[src/rtl/imem_pkg.sv]
// Shared types and frame constants for the instruction-memory loader.
// Pure definitions: no logic, no latency, no flow control.
package imem_pkg;

    typedef enum logic [2:0] {
        S_IDLE,
        S_HDR,
        S_DATA,
        S_WRITE,
        S_CHK,
        S_DONE,
        S_ERROR
    } state_t;

    localparam int IMEM_DEPTH = 32;
    localparam int IMEM_AW    = 32;
    localparam int HDR_BYTES  = 2;
    localparam int WORD_BYTES = 4;

endpackage

[src/rtl/imem_word_assembler.sv]
// Packs accepted bytes little-endian into a 32-bit word and keeps a running XOR checksum.
// Updates on the accepting edge; word_full flags that the current beat completes a word.
module imem_word_assembler
    import imem_pkg::*;
(
    input  logic        clock,
    input  logic        reset_n,
    input  logic        clear,
    input  logic        accept,
    input  logic [7:0]  in_data,
    output logic [31:0] word,
    output logic [7:0]  chk,
    output logic        word_full
);

    localparam int BI_W = $clog2(WORD_BYTES);

    logic [BI_W-1:0] byte_idx;

    assign word_full = (byte_idx == BI_W'(WORD_BYTES - 1));

    // byte_idx wraps to 0 on the last byte, so the next word starts clean after WRITE
    always_ff @(posedge clock or negedge reset_n) begin
        if (!reset_n) begin
            byte_idx <= '0;
            word     <= '0;
            chk      <= '0;
        end else if (clear) begin
            byte_idx <= '0;
            chk      <= '0;
        end else if (accept) begin
            word[{byte_idx, 3'b000} +: 8] <= in_data;
            chk                           <= chk ^ in_data;
            byte_idx                      <= byte_idx + 1'b1;
        end
    end

endmodule

[src/rtl/imem_loader.sv]
// Framed byte-stream loader driving the instruction-memory write port; word write one cycle after its last byte.
// in_ready depends only on state (low in IDLE/WRITE/DONE/ERROR), so the stream stalls during each write.
module imem_loader
    import imem_pkg::*;
#(
    parameter int DEPTH     = IMEM_DEPTH,
    parameter int BASE_ADDR = 0
) (
    input  logic               clock,
    input  logic               reset_n,
    input  logic               start,
    input  logic [7:0]         in_data,
    input  logic               in_valid,
    output logic               in_ready,
    output logic [IMEM_AW-1:0] WriteReg,
    output logic [31:0]        WriteData,
    output logic               RegWrite,
    output logic               busy,
    output logic               done,
    output logic               error
);

    localparam int                 WIDX_W  = $clog2(DEPTH) + 1;
    localparam logic [15:0]        DEPTH_W = 16'(DEPTH);
    localparam logic [IMEM_AW-1:0] BASE_W  = IMEM_AW'(BASE_ADDR);

    state_t             state;
    state_t             state_nxt;
    logic               hdr_idx;
    logic [15:0]        cnt;
    logic [WIDX_W-1:0]  word_idx;
    logic [IMEM_AW-1:0] wreg_q;
    logic [31:0]        wdat_q;

    logic               beat;
    logic               start_fire;
    logic               asm_accept;
    logic               word_full;
    logic [31:0]        asm_word;
    logic [7:0]         asm_chk;
    logic [15:0]        hdr_cnt;
    logic               last_word;
    logic [IMEM_AW-1:0] cur_addr;

    assign in_ready   = (state == S_HDR) || (state == S_DATA) || (state == S_CHK);
    assign beat       = in_valid & in_ready;
    assign start_fire = start & ((state == S_IDLE) || (state == S_DONE) || (state == S_ERROR));
    assign asm_accept = beat & (state == S_DATA);
    assign hdr_cnt    = {in_data, cnt[7:0]};
    assign last_word  = ((16'(word_idx) + 16'd1) == cnt);
    assign cur_addr   = BASE_W + IMEM_AW'(word_idx);

    imem_word_assembler u_asm (
        .clock     (clock),
        .reset_n   (reset_n),
        .clear     (start_fire),
        .accept    (asm_accept),
        .in_data   (in_data),
        .word      (asm_word),
        .chk       (asm_chk),
        .word_full (word_full)
    );

    always_comb begin
        state_nxt = state;
        case (state)
            S_IDLE, S_DONE, S_ERROR: begin
                if (start) state_nxt = S_HDR;
            end
            S_HDR: begin
                if (beat && (hdr_idx == 1'(HDR_BYTES - 1))) begin
                    if (hdr_cnt > DEPTH_W)       state_nxt = S_ERROR;
                    else if (hdr_cnt == 16'd0)   state_nxt = S_CHK;
                    else                         state_nxt = S_DATA;
                end
            end
            S_DATA: begin
                if (beat && word_full) state_nxt = S_WRITE;
            end
            S_WRITE: begin
                state_nxt = last_word ? S_CHK : S_DATA;
            end
            S_CHK: begin
                if (beat) state_nxt = (in_data == asm_chk) ? S_DONE : S_ERROR;
            end
            default: state_nxt = S_IDLE;
        endcase
    end

    always_ff @(posedge clock or negedge reset_n) begin
        if (!reset_n) begin
            state    <= S_IDLE;
            hdr_idx  <= 1'b0;
            cnt      <= '0;
            word_idx <= '0;
            wreg_q   <= '0;
            wdat_q   <= '0;
        end else begin
            state <= state_nxt;
            if (start_fire) begin
                hdr_idx  <= 1'b0;
                cnt      <= '0;
                word_idx <= '0;
            end
            if ((state == S_HDR) && beat) begin
                if (hdr_idx == 1'b0) cnt[7:0]  <= in_data;
                else                 cnt[15:8] <= in_data;
                hdr_idx <= 1'b1;
            end
            if (state == S_WRITE) begin
                word_idx <= word_idx + 1'b1;
                wreg_q   <= cur_addr;
                wdat_q   <= asm_word;
            end
        end
    end

    // Outputs show the live word during WRITE and hold the last written word afterwards
    assign RegWrite  = (state == S_WRITE);
    assign WriteReg  = RegWrite ? cur_addr : wreg_q;
    assign WriteData = RegWrite ? asm_word : wdat_q;
    assign busy      = (state == S_HDR) || (state == S_DATA) || (state == S_WRITE) || (state == S_CHK);
    assign done      = (state == S_DONE);
    assign error     = (state == S_ERROR);

endmodule

[config.mk]
export PLATFORM = sky130hd
export DESIGN_NAME = imem_loader
export DESIGN_NICKNAME = d
export VERILOG_FILES = /design/src/rtl/imem_pkg.sv /design/src/rtl/imem_word_assembler.sv /design/src/rtl/imem_loader.sv
export SDC_FILE = /design/constraint.sdc
export NUM_CORES = 1
export LEC_CHECK = 0
export CAP_MARGIN = 20
export CORE_UTILIZATION = 45
export CTS_CLUSTER_DIAMETER = 150
export DETAILED_ROUTE_END_ITERATION = 6
export GPL_TIMING_DRIVEN = 1
export PLACE_DENSITY = 0.78
export SLEW_MARGIN = 20
export SYNTH_ARGS = -nofsm -noshare
export SYNTH_HDL_FRONTEND = slang
export SYNTH_SLANG_ARGS = --single-unit
[constraint.sdc]
create_clock -name clock -period 2.1 [get_ports clock]
set_input_delay 0.21 -clock clock [delete_from_list [all_inputs] [get_ports clock]]
set_output_delay 0.21 -clock clock [all_outputs]
set_load 0.005 [all_outputs]
==> results.py, run 1 <==
metrics = {
    "grt": {
        "antenna_found_initial": 0,
        "grt_pass1_vias": 4289,
        "gr-total-overflow": 0,
        "grt_pass1_wl_mm": 21.6,
        "grt_max_degree": 133,
        "grt.total_usage_pct": 22.0,
    },
    "power_and_ir_drop": {
        "worst_ir_drop_vdd_mv": 0.589,
        "p_leak_nw": 3.89,
        "powerDensity_nw_per_um2": 1420,
    },
    "layout": {
        "final_cell_mix": "nand2_1 (202), dfrtp_1 (131), o21ai_0 (60), buf_4 (31), clkdlybuf4s50_1 (25)",
        "drive_gt1_share_pct": 16.2,
        "diodes": 0,
        "syn2layout_area_growth_pct": 33.7,
        "fillCellCount": 953,
        "layout_commonest_cell": "nand2_1",
        "post_layout_nonfiller_instances": 845,
        "nets": 703,
    },
    "floorplan": {
        "initial_utilization_pct": 46.1,
        "dieArea_um2": 12700,
        "pin_count": 81,
        "die_w_um": 113,
        "coreArea_um2": 12000,
        "rows": 40,
        "die_h_um": 113,
    },
    "clocking": {
        "root_buffer": "clkbuf_16",
        "clk_path_buf_depth": 2,
        "cts_buffers": 17,
        "cts.htree.levels": 4,
        "worst_skew_pair.late_latency_ps": 420,
        "clk_pin_slew_ps": 60,
        "clock_sinks": 132,
        "cts_tree": "built",
    },
    "synthesis": {
        "synth_fa_ha_area_share_pct": 1.36,
        "ys_dominant_reg_cell": "dfrtp_1",
        "synth_top_family_by_area": "simple AND/OR/NAND/NOR gates",
        "avgSynthCellArea_um2": 9.59,
        "netlist.area_leader.share_pct": 59.7,
        "syn_inst": 577,
        "synth_warnings": 0,
        "synth_edf_count": 0,
        "synth_area_um2": 5530,
        "ys_ff_latch": 132,
        "yosys.area_share.simple_pct": 22.6,
        "synth_largest_area_cell": "dfrtp_1",
        "async_flop_share_pct": 100,
        "syn_nets": 595,
        "synth_seq_area_share_pct": 59.7,
        "synth_mux_area_share_pct": 0,
        "synth-xor-area-share_pct": 3.17,
        "synth.distinct_cells": 39,
        "ys_top_cells_by_area": "dfrtp_1 (60%), nand2_1 (14%), o21ai_0 (5.4%), and2_1 (2.9%), a22o_1 (2.8%)",
        "synth_compound_area_share_pct": 10.1,
    },
    "timing": {
        "drv_slew": 0,
        "setup_viol": 10,
        "fin_crit_ps": 2140,
        "period_share_pct": 102,
        "fmax_ghz": 0.467,
        "skew_ps": 6.73,
        "tightest_slew_ps": 692,
        "max_slew_margin_pct": 53.9,
        "hold_viol": 0,
        "setup_ws_ps": -43.4,
        "grt_setup_unrepaired": "yes",
    },
    "worst_setup_path": {
        "crit_path_end_kind": "primary output",
        "worstSetupStartpointType": "flip-flop",
        "reg2reg_depth": 8,
        "critPathRequiredTime_ps": 1890,
        "rrSetupSlack_ps": 130,
        "crit_type": "flip-flop to primary output",
        "r2r_end": "state[1]$_DFFE_PN0P_",
        "path_max_fanout": 21,
        "r2r_start": "word_idx[1]$_DFFE_PN0P_",
        "arrival_ps": 1930,
    },
    "status": {
        "run_status": "complete, but fails checks",
        "violations": "setup timing",
    },
    "drt": {
        "antenna_left": 0,
        "firstDrtPassIters": 5,
        "routed_wl_mm": 13.5,
        "wl_per_cell_um": 16.0,
        "dr.first_iter.drc_count": 295,
        "vias_per_cell": 5.26,
        "drc": 0,
        "num_vias": 4441,
    },
    "run": {
        "cap_violations": 0,
    },
    "placed_design": {
        "pre_cts_ws_ps": -107,
        "portBuffers": 80,
        "dp_cells": 805,
        "dpl.hpwl_mm": 8.42,
        "gp_congestion": 0.849,
    },
    "worst_hold_path": {
        "hold_path.class": "input port to async pin",
    },
}
==> sequential cells by signal, indices dropped and copies added, names as in the netlist <==
signal,count
u_asm.word,32
wdat_q,32
wreg_q,32
cnt,16
u_asm.chk,8
word_idx,6
state,3
u_asm.byte_idx,2
hdr_idx,1
==> layout make-up <==
class | instances | area, um^2 | area share (%)
Timing Repair Buffer | 120 | 1140 | 15.4
Multi-Input combinational cell | 408 | 2110 | 28.5
Clock inverter | 13 | 181 | 2.45
Clock buffer | 19 | 453 | 6.12
Sequential cell | 132 | 3300 | 44.7
Inverter | 6 | 27.5 | 0.372
Tap cell | 147 | 184 | 2.49
==> metal layers <==
metal	vias up	wire length, um	GRT usage [%]
li1	2110	-	-
met3	17	674	5.03
met1	2198	5980	29.0
met5	-	0	0
met2	116	6600	36.0
met4	0	242	7.54
==> synth_stat cells, drive strengths merged (3+ instances only) <==
cell / n
inv: 5
nor4: 4
ha: 6
o21ai: 60
nand2b: 3
buf: 13
dfrtp: 132
nand2: 206
a22o: 18
or3: 5
nand3: 6
nor2: 25
xor2: 14
xnor2: 6
and2: 26
clkbuf: 18
nor3: 5
nor3b: 4
a21oi: 3
==> worst max-delay path by stage <==
stage	end	from	cells after the start
2_1_floorplan	state[1]$_DFFE_PN0P_	word_idx[0]$_DFFE_PN0P_	6
3_3_place_gp	state[1]$_DFFE_PN0P_	in_data[2]	7
3_5_place_dp	state[1]$_DFFE_PN0P_	in_data[2]	7
4_1_cts	WriteReg[17]	state[1]$_DFFE_PN0P_	5
5_1_grt	WriteReg[27]	state[1]$_DFFE_PN0P_	5
6_report	WriteReg[27]	state[1]$_DFFE_PN0P_	5
==> power breakdown <==
part	total (mW)	leakage, nW	internal (mW)	switching [mW]
sequential	3.76	1.79	3.29	0.472
combinational	3.61	1.79	1.66	1.95
clock	3.13	0.309	2.04	1.09
total	10.5	3.89	7.00	3.51
==> logic make-up after synthesis <==
group | count (synthesis)
AOI/OAI and AO/OA | 91
xor gates and xnor gates | 20
adders and majority gates | 6
buffers and inverters | 37
DFF | 132
and+or+nand+nor | 291
==> critical path: stages (launching register included) <==
cell,delay (ps)
dfrtp_1,390
nor2b_4,140
nand2_4,130
buf_12,160
and2_1,180
clkdlybuf4s50_1,510
==> through the flow <==
step | utilization (%) | setup TNS (ps) | area (um^2) | total power, mW | hold slack [ps]
CTS | 61.8 | -1330 | 7420 | 10.5 | 472
floorplan | - | 0 | 5530 | 5.59 | -85.6
global route | 61.6 | -953 | 7400 | 11.1 | 493
finish | 61.6 | -139 | 7400 | 10.5 | 436
detailed placement | 55.2 | -107 | 6630 | 7.11 | 374
global placement | 55.2 | -36.1 | 6630 | 6.94 | 363
==> what timing repair did <==
item | CTS | global route
endpoints found under the hold margin | 132 | 0
gates cloned | 2 | 1
buffers inserted | 3 | 1
setup endpoints to repair | 67 | 52
resized for setup | 87 | 44
pin swaps | 2 | 0
hold buffers | 1 | 0
(Power assumes the default switching activity.)
==> run 2, diff against run 1 <==
--- a/config.mk
+++ b/config.mk
@@ -5,7 +5,6 @@
 export SDC_FILE = /design/constraint.sdc
 export NUM_CORES = 1
 export LEC_CHECK = 0
-export CAP_MARGIN = 20
 export CORE_UTILIZATION = 45
 export CTS_CLUSTER_DIAMETER = 150
 export DETAILED_ROUTE_END_ITERATION = 6
==> results of run 2 <==
No change in the layout: final DEF, timing and power equal those of run 1.
==> patch 1: new RTL, flow settings as in run 2 <==
Encoding of `state_t`: now Gray code (3 bits for 7 states).
--- a/src/rtl/imem_pkg.sv
+++ b/src/rtl/imem_pkg.sv
@@ -3,13 +3,13 @@
 package imem_pkg;
 
     typedef enum logic [2:0] {
-        S_IDLE,
-        S_HDR,
-        S_DATA,
-        S_WRITE,
-        S_CHK,
-        S_DONE,
-        S_ERROR
+        S_IDLE  = 3'b000,
+        S_HDR   = 3'b001,
+        S_DATA  = 3'b011,
+        S_WRITE = 3'b010,
+        S_CHK   = 3'b110,
+        S_DONE  = 3'b111,
+        S_ERROR = 3'b101
     } state_t;
 
     localparam int IMEM_DEPTH = 32;
Behaviour: no difference found for any inputs over 10 cycles, from zero or initial values and one cycle with reset_n low; not proved beyond that.
==> patch 1 against run 2 <==
The run still ends with setup timing left; worst setup slack got worse by 0.015 ns; hold slack worse by 0.21 ns; final area up 2.9%; sequential cell count did not move; wire length rose by 0.44%; synthesized cell count up 1.0%; area after synthesis rose by 1.4%; critical path type unchanged.
Power is not compared: it rests on default switching activity, and its combinational part moved more than twofold at a synthesized area within 25%.
==> patch 1: results (changes against run 2) <==
- Status: finished with violations
- Failing checks: setup timing
- Layout cells sized above 1: 0.162 (-0.000374)
- Vias in the first global route: 4509 (+5.1%)
- #MultiIn Comb: 412 (+0.98%)
- Non-clk buf share: 0.163 (+0.00951)
- Mux contribution to synthesized area: 0.00401 (+0.00401)
- Drt via density: 5.19 (-1.3%)
- Final setup fails: 7 (-3)
- Synthesized Nets: 601 (+1.0%)
- Worst R2R End: state[1]
- Netlist cell types: 46 (+18%)
- Met2 wire length: 6.50 mm (-1.6%)
- Ranking of synthesized cells by instance count: 202 x nand2_1, 132 x dfrtp_1, 39 x o21ai_0, 27 x and2_1, 22 x clkbuf_1
- Inserted Diodes: 0 (unchanged)
- Detailed Place HPWL: 8.61 mm (+2.3%)
- Crit path to: WriteReg[7]
- Post-synthesis compound-gate area fraction: 0.119 (+0.0178)
- GRT Overall Usage: 0.225 (+0.00507)
- Ranking of synthesized cells by area: dfrtp_1 59%, nand2_1 14%, o21ai_0 3.5%, and2_1 3.0%, a22o_1 2.8%
- Drt total wl: 13.6 mm (+0.44%)
- Met3 Use GR: 0.0590 (+0.00863)
- RePlAce Congestion: 0.839 (-1.2%)
- Largest regs: u_asm.word: 32 flops, wdat_q: 32 flops, wreg_q: 32 flops
- Met1 Use GR: 0.303 (+0.0127)
- Setup tns final: -0.271 ns (-0.132 ns)
- XOR/XNOR share of the synthesized area: 0.0219 (-0.00980)
- WP data arrival: 1.95 ns (+0.02 ns)
- DR pass1 iterations: 5 (unchanged)
- DRT met1 WL: 5.94 mm (-0.75%)
- FF-to-FF setup slack: 0.04 ns (-0.09 ns)
- Nets@finish: 717 (+2.0%)
- Invs w/o clock: 8 (+2)
- Worst Max-Slew Pin Slew: 0.593 ns (-0.0985 ns)
- Final Skew: 0.00538 ns (-0.00135 ns)
- Nonclk buf count: 128 (+6.7%)
- Fin worst setup slack: -0.0583 ns (-0.0149 ns)
- Worst-path fanout max: 22 (+4.8%)
- Resized cells post-CTS: 45 (-48%)
- Post-CTS Setup Bufs: 7 (+4)
- Sequential area share after synthesis: 0.589 (-0.00825)
- Largest net degree at the start of global routing: 115 (-14%)
- Number of fillers in the final layout: 947 (-0.63%)
- Register area: 3300 µm² (about the same)
- R2r startpoint: state[1]
- Clkbuf count: 23 (+4)
- First-pass GRT wire length: 22.3 mm (+2.9%)
- Worst slack at placement: -0.0798 ns (+0.0269 ns)
- Met2 Track Usage GR: 0.358 (-0.00195)
==> patch 1: cell types whose count changed after synthesis, moves of 4 or more <==
cell | run 2 | this run
o21ai_1 | 0 | 21
buf_2 | 9 | 5
o21ai_0 | 60 | 39
or4_1 | 1 | 5
nand2_1 | 206 | 202
a21oi_1 | 2 | 6
xor2_1 | 14 | 4
clkbuf_1 | 17 | 22
xnor2_1 | 6 | 10
==> patch 1: through the flow <==
stage / cell area (µm²) / total power, W / util / cells / hold slack [ns]
after floorplan: 5610 / 0.00355 / - / 583 / -0.0856
after global placement: 6810 / 0.00389 / 0.564 / 836 / 0.0914
after detailed placement: 6810 / 0.00392 / 0.564 / 836 / 0.0989
after CTS: 7540 / 0.00705 / 0.625 / 878 / 0.206
after global routing: 7610 / 0.00731 / 0.631 / 880 / 0.247
final: 7610 / 0.00705 / 0.631 / 880 / 0.222
==> patch 2: new RTL, settings of run 2 <==
Made on the original files. Set the package constant `IMEM_AW` to 16 (it was 32).
--- a/src/rtl/imem_pkg.sv
+++ b/src/rtl/imem_pkg.sv
@@ -13,7 +13,7 @@
     } state_t;
 
     localparam int IMEM_DEPTH = 32;
-    localparam int IMEM_AW    = 32;
+    localparam int IMEM_AW    = 16;
     localparam int HDR_BYTES  = 2;
     localparam int WORD_BYTES = 4;
 
Interface: changed (resized WriteReg); port bits go from 81 to 65. The function was not compared with the original's and may differ.
==> patch 2 against run 2 <==
Area after synthesis decreased by 7.3%; power increased by 5.8%; hold slack got worse by 0.12 ns; worst setup slack improved by 0.033 ns; cell count decreased by 7.1%; sequential cell count decreased by 16; sequential share of layout area decreased by 1.5 points; largest cell class unchanged; critical path depth increased by 1; synthesized cell count decreased by 6.6%; final area decreased by 9.0%; register-to-register slack improved by 0.04 ns; the flow still finishes with violations (setup timing); wire length decreased by 7.2%.
==> patch 2: results (changes against run 2) <==
- Status: finished with violations
- Failing checks: setup timing
- Setup tns final: -0.0108 ns (+0.128 ns)
- Worst-path fanout max: 11 (-48%)
- R2r startpoint: word_idx[0]
- Nets@finish: 651 (-7.4%)
- Mux contribution to synthesized area: 0.00415 (+0.00415)
- Post-synthesis compound-gate area fraction: 0.123 (+0.0216)
- Netlist cell types: 54 (+38%)
- Crit path from: state[1]
- Initial antenna violation count: 0 (unchanged)
- NetSw: 0.00406 W (+16%)
- DR iter-0 viols: 304 (+3.1%)
- Clk root buf: clkbuf_16
- Avg Cell Area, Syn: 9.52 µm² (-0.77%)
- Ranking of synthesized cells by area: dfrtp_1 57%, nand2_1 14%, o21ai_0 5.6%, a22o_1 2.7%, xor2_1 2.2%
- Overall power: 0.0111 W (+5.8%)
- GRT Overall Usage: 0.233 (+0.0134)
- FF-to-FF setup slack: 0.17 ns (+0.04 ns)
- XOR/XNOR share of the synthesized area: 0.0273 (-0.00434)
- Worst Hold Class: primary input to async pin
- ANT nets after route: 0 (unchanged)
- # placed instances: 743 (-7.7%)
- Worst VDD drop: 0.897 mV (+52%)
- First-pass GRT wire length: 20.7 mm (-4.2%)
- Placed inst area: 5980 µm² (-9.7%)
- Leak: 3.45 nW (-11%)
- Final setup fails: 1 (-9)
- R2R cell count: 6 (-2)
- Slew headroom: 0.641 (+0.102)
- Comb power frac: 0.417 (+0.073)
- PortBufs: 64 (-20%)
- Final Skew: 0.00853 ns (+0.00180 ns)
- Largest regs: u_asm.word: 32 flops, wdat_q: 32 flops
- P_seq: 0.00367 W (-2%)
- RePlAce Congestion: 0.810 (-4.5%)
- Layout Cells excl Fill: 785 (-7.1%)
- Detailed Place HPWL: 7.84 mm (-6.9%)
- Layout cells sized above 1: 0.149 (-0.0131)
- Crit path to: busy
- WP data arrival: 1.90 ns (-0.03 ns)
- Clock latency on the worst-skew pair: 0.42 ns (about the same)
- Fin worst setup slack: -0.0108 ns (+0.0326 ns)
- Synthesized Nets: 557 (-6.4%)
- Via count: 4233 (-4.7%)
- Largest net degree at the start of global routing: 41 (-69%)
- Adder-cell share of the synthesized area: 0.0146 (+0.00107)
- Drt total wl: 12.5 mm (-7.2%)
- Ranking of synthesized cells by instance count: 196 x nand2_1, 116 x dfrtp_1, 57 x o21ai_0, 20 x nor2_1, 16 x a22o_1
- Total CTS buffers: 17 (unchanged)
- Number of fillers in the final layout: 884 (-7.2%)
- Multi-input logic area: 2070 µm² (-2.1%)
- Sequential area share after synthesis: 0.566 (-0.0310)
[patch 2: changes by cell type in the layout (fill, tap and decap cells not counted), moves of 4 or more]
cell	run 2	this run
clkdlybuf4s50_1	25	14
clkbuf_2	21	0
and2_1	22	5
clkdlybuf4s15_1	6	2
nand2_1	202	189
xnor2_1	6	2
dlymetal6s2s_1	11	3
dfrtp_1	131	115
nor2_1	22	18
dlygate4sd2_1	16	44
o21ai_0	60	55
a21oi_1	2	6
[patch 2: area by class of cell]
class	instances	share of cell area
clock buffer	23	0.0710
clock inverter	8	0.0151
inverter	8	0.00483
multi-input combinational	387	0.307
sequential	116	0.431
tap	140	0.0260
timing repair buffer	103	0.145
[patch 2: worst max-delay path, stage by stage, from the launching register on]
cell and delay (ns):
dfrtp_1 0.39, buf_4 0.19, nor2_4 0.14, nand2_2 0.09, o21ai_2 0.07, nand2b_1 0.12, clkdlybuf4s50_1 0.49
[patch 2: metal layers]
layer / wire (µm) / GRT usage / share of wire
met1: 5390 / 0.297 / 0.43
met2: 6050 / 0.371 / 0.48
met3: 759 / 0.0592 / 0.061
met4: 329 / 0.113 / 0.026
met5: 0 / 0 / 0
[patch 2: metrics by stage]
stage | setup slack (ns) | hold slack (ns)
finish | -0.0108 | 0.316
global route | -0.129 | 0.356
CTS | -0.0675 | 0.331
detailed placement | -0.0183 | 0.221
global placement | 0.0223 | 0.212
floorplan | 0.301 | -0.0856
[patch 2: repair_timing]
item / 4_1_cts / 5_1_grt
hold endpoints to repair: 36 / 0
gates resized for setup: 69 / 14
gates cloned: 0 / 1
hold buffers: 1 / 0
setup buffers: 6 / 3
setup endpoints to repair: 51 / 36
pin swaps: 1 / 0
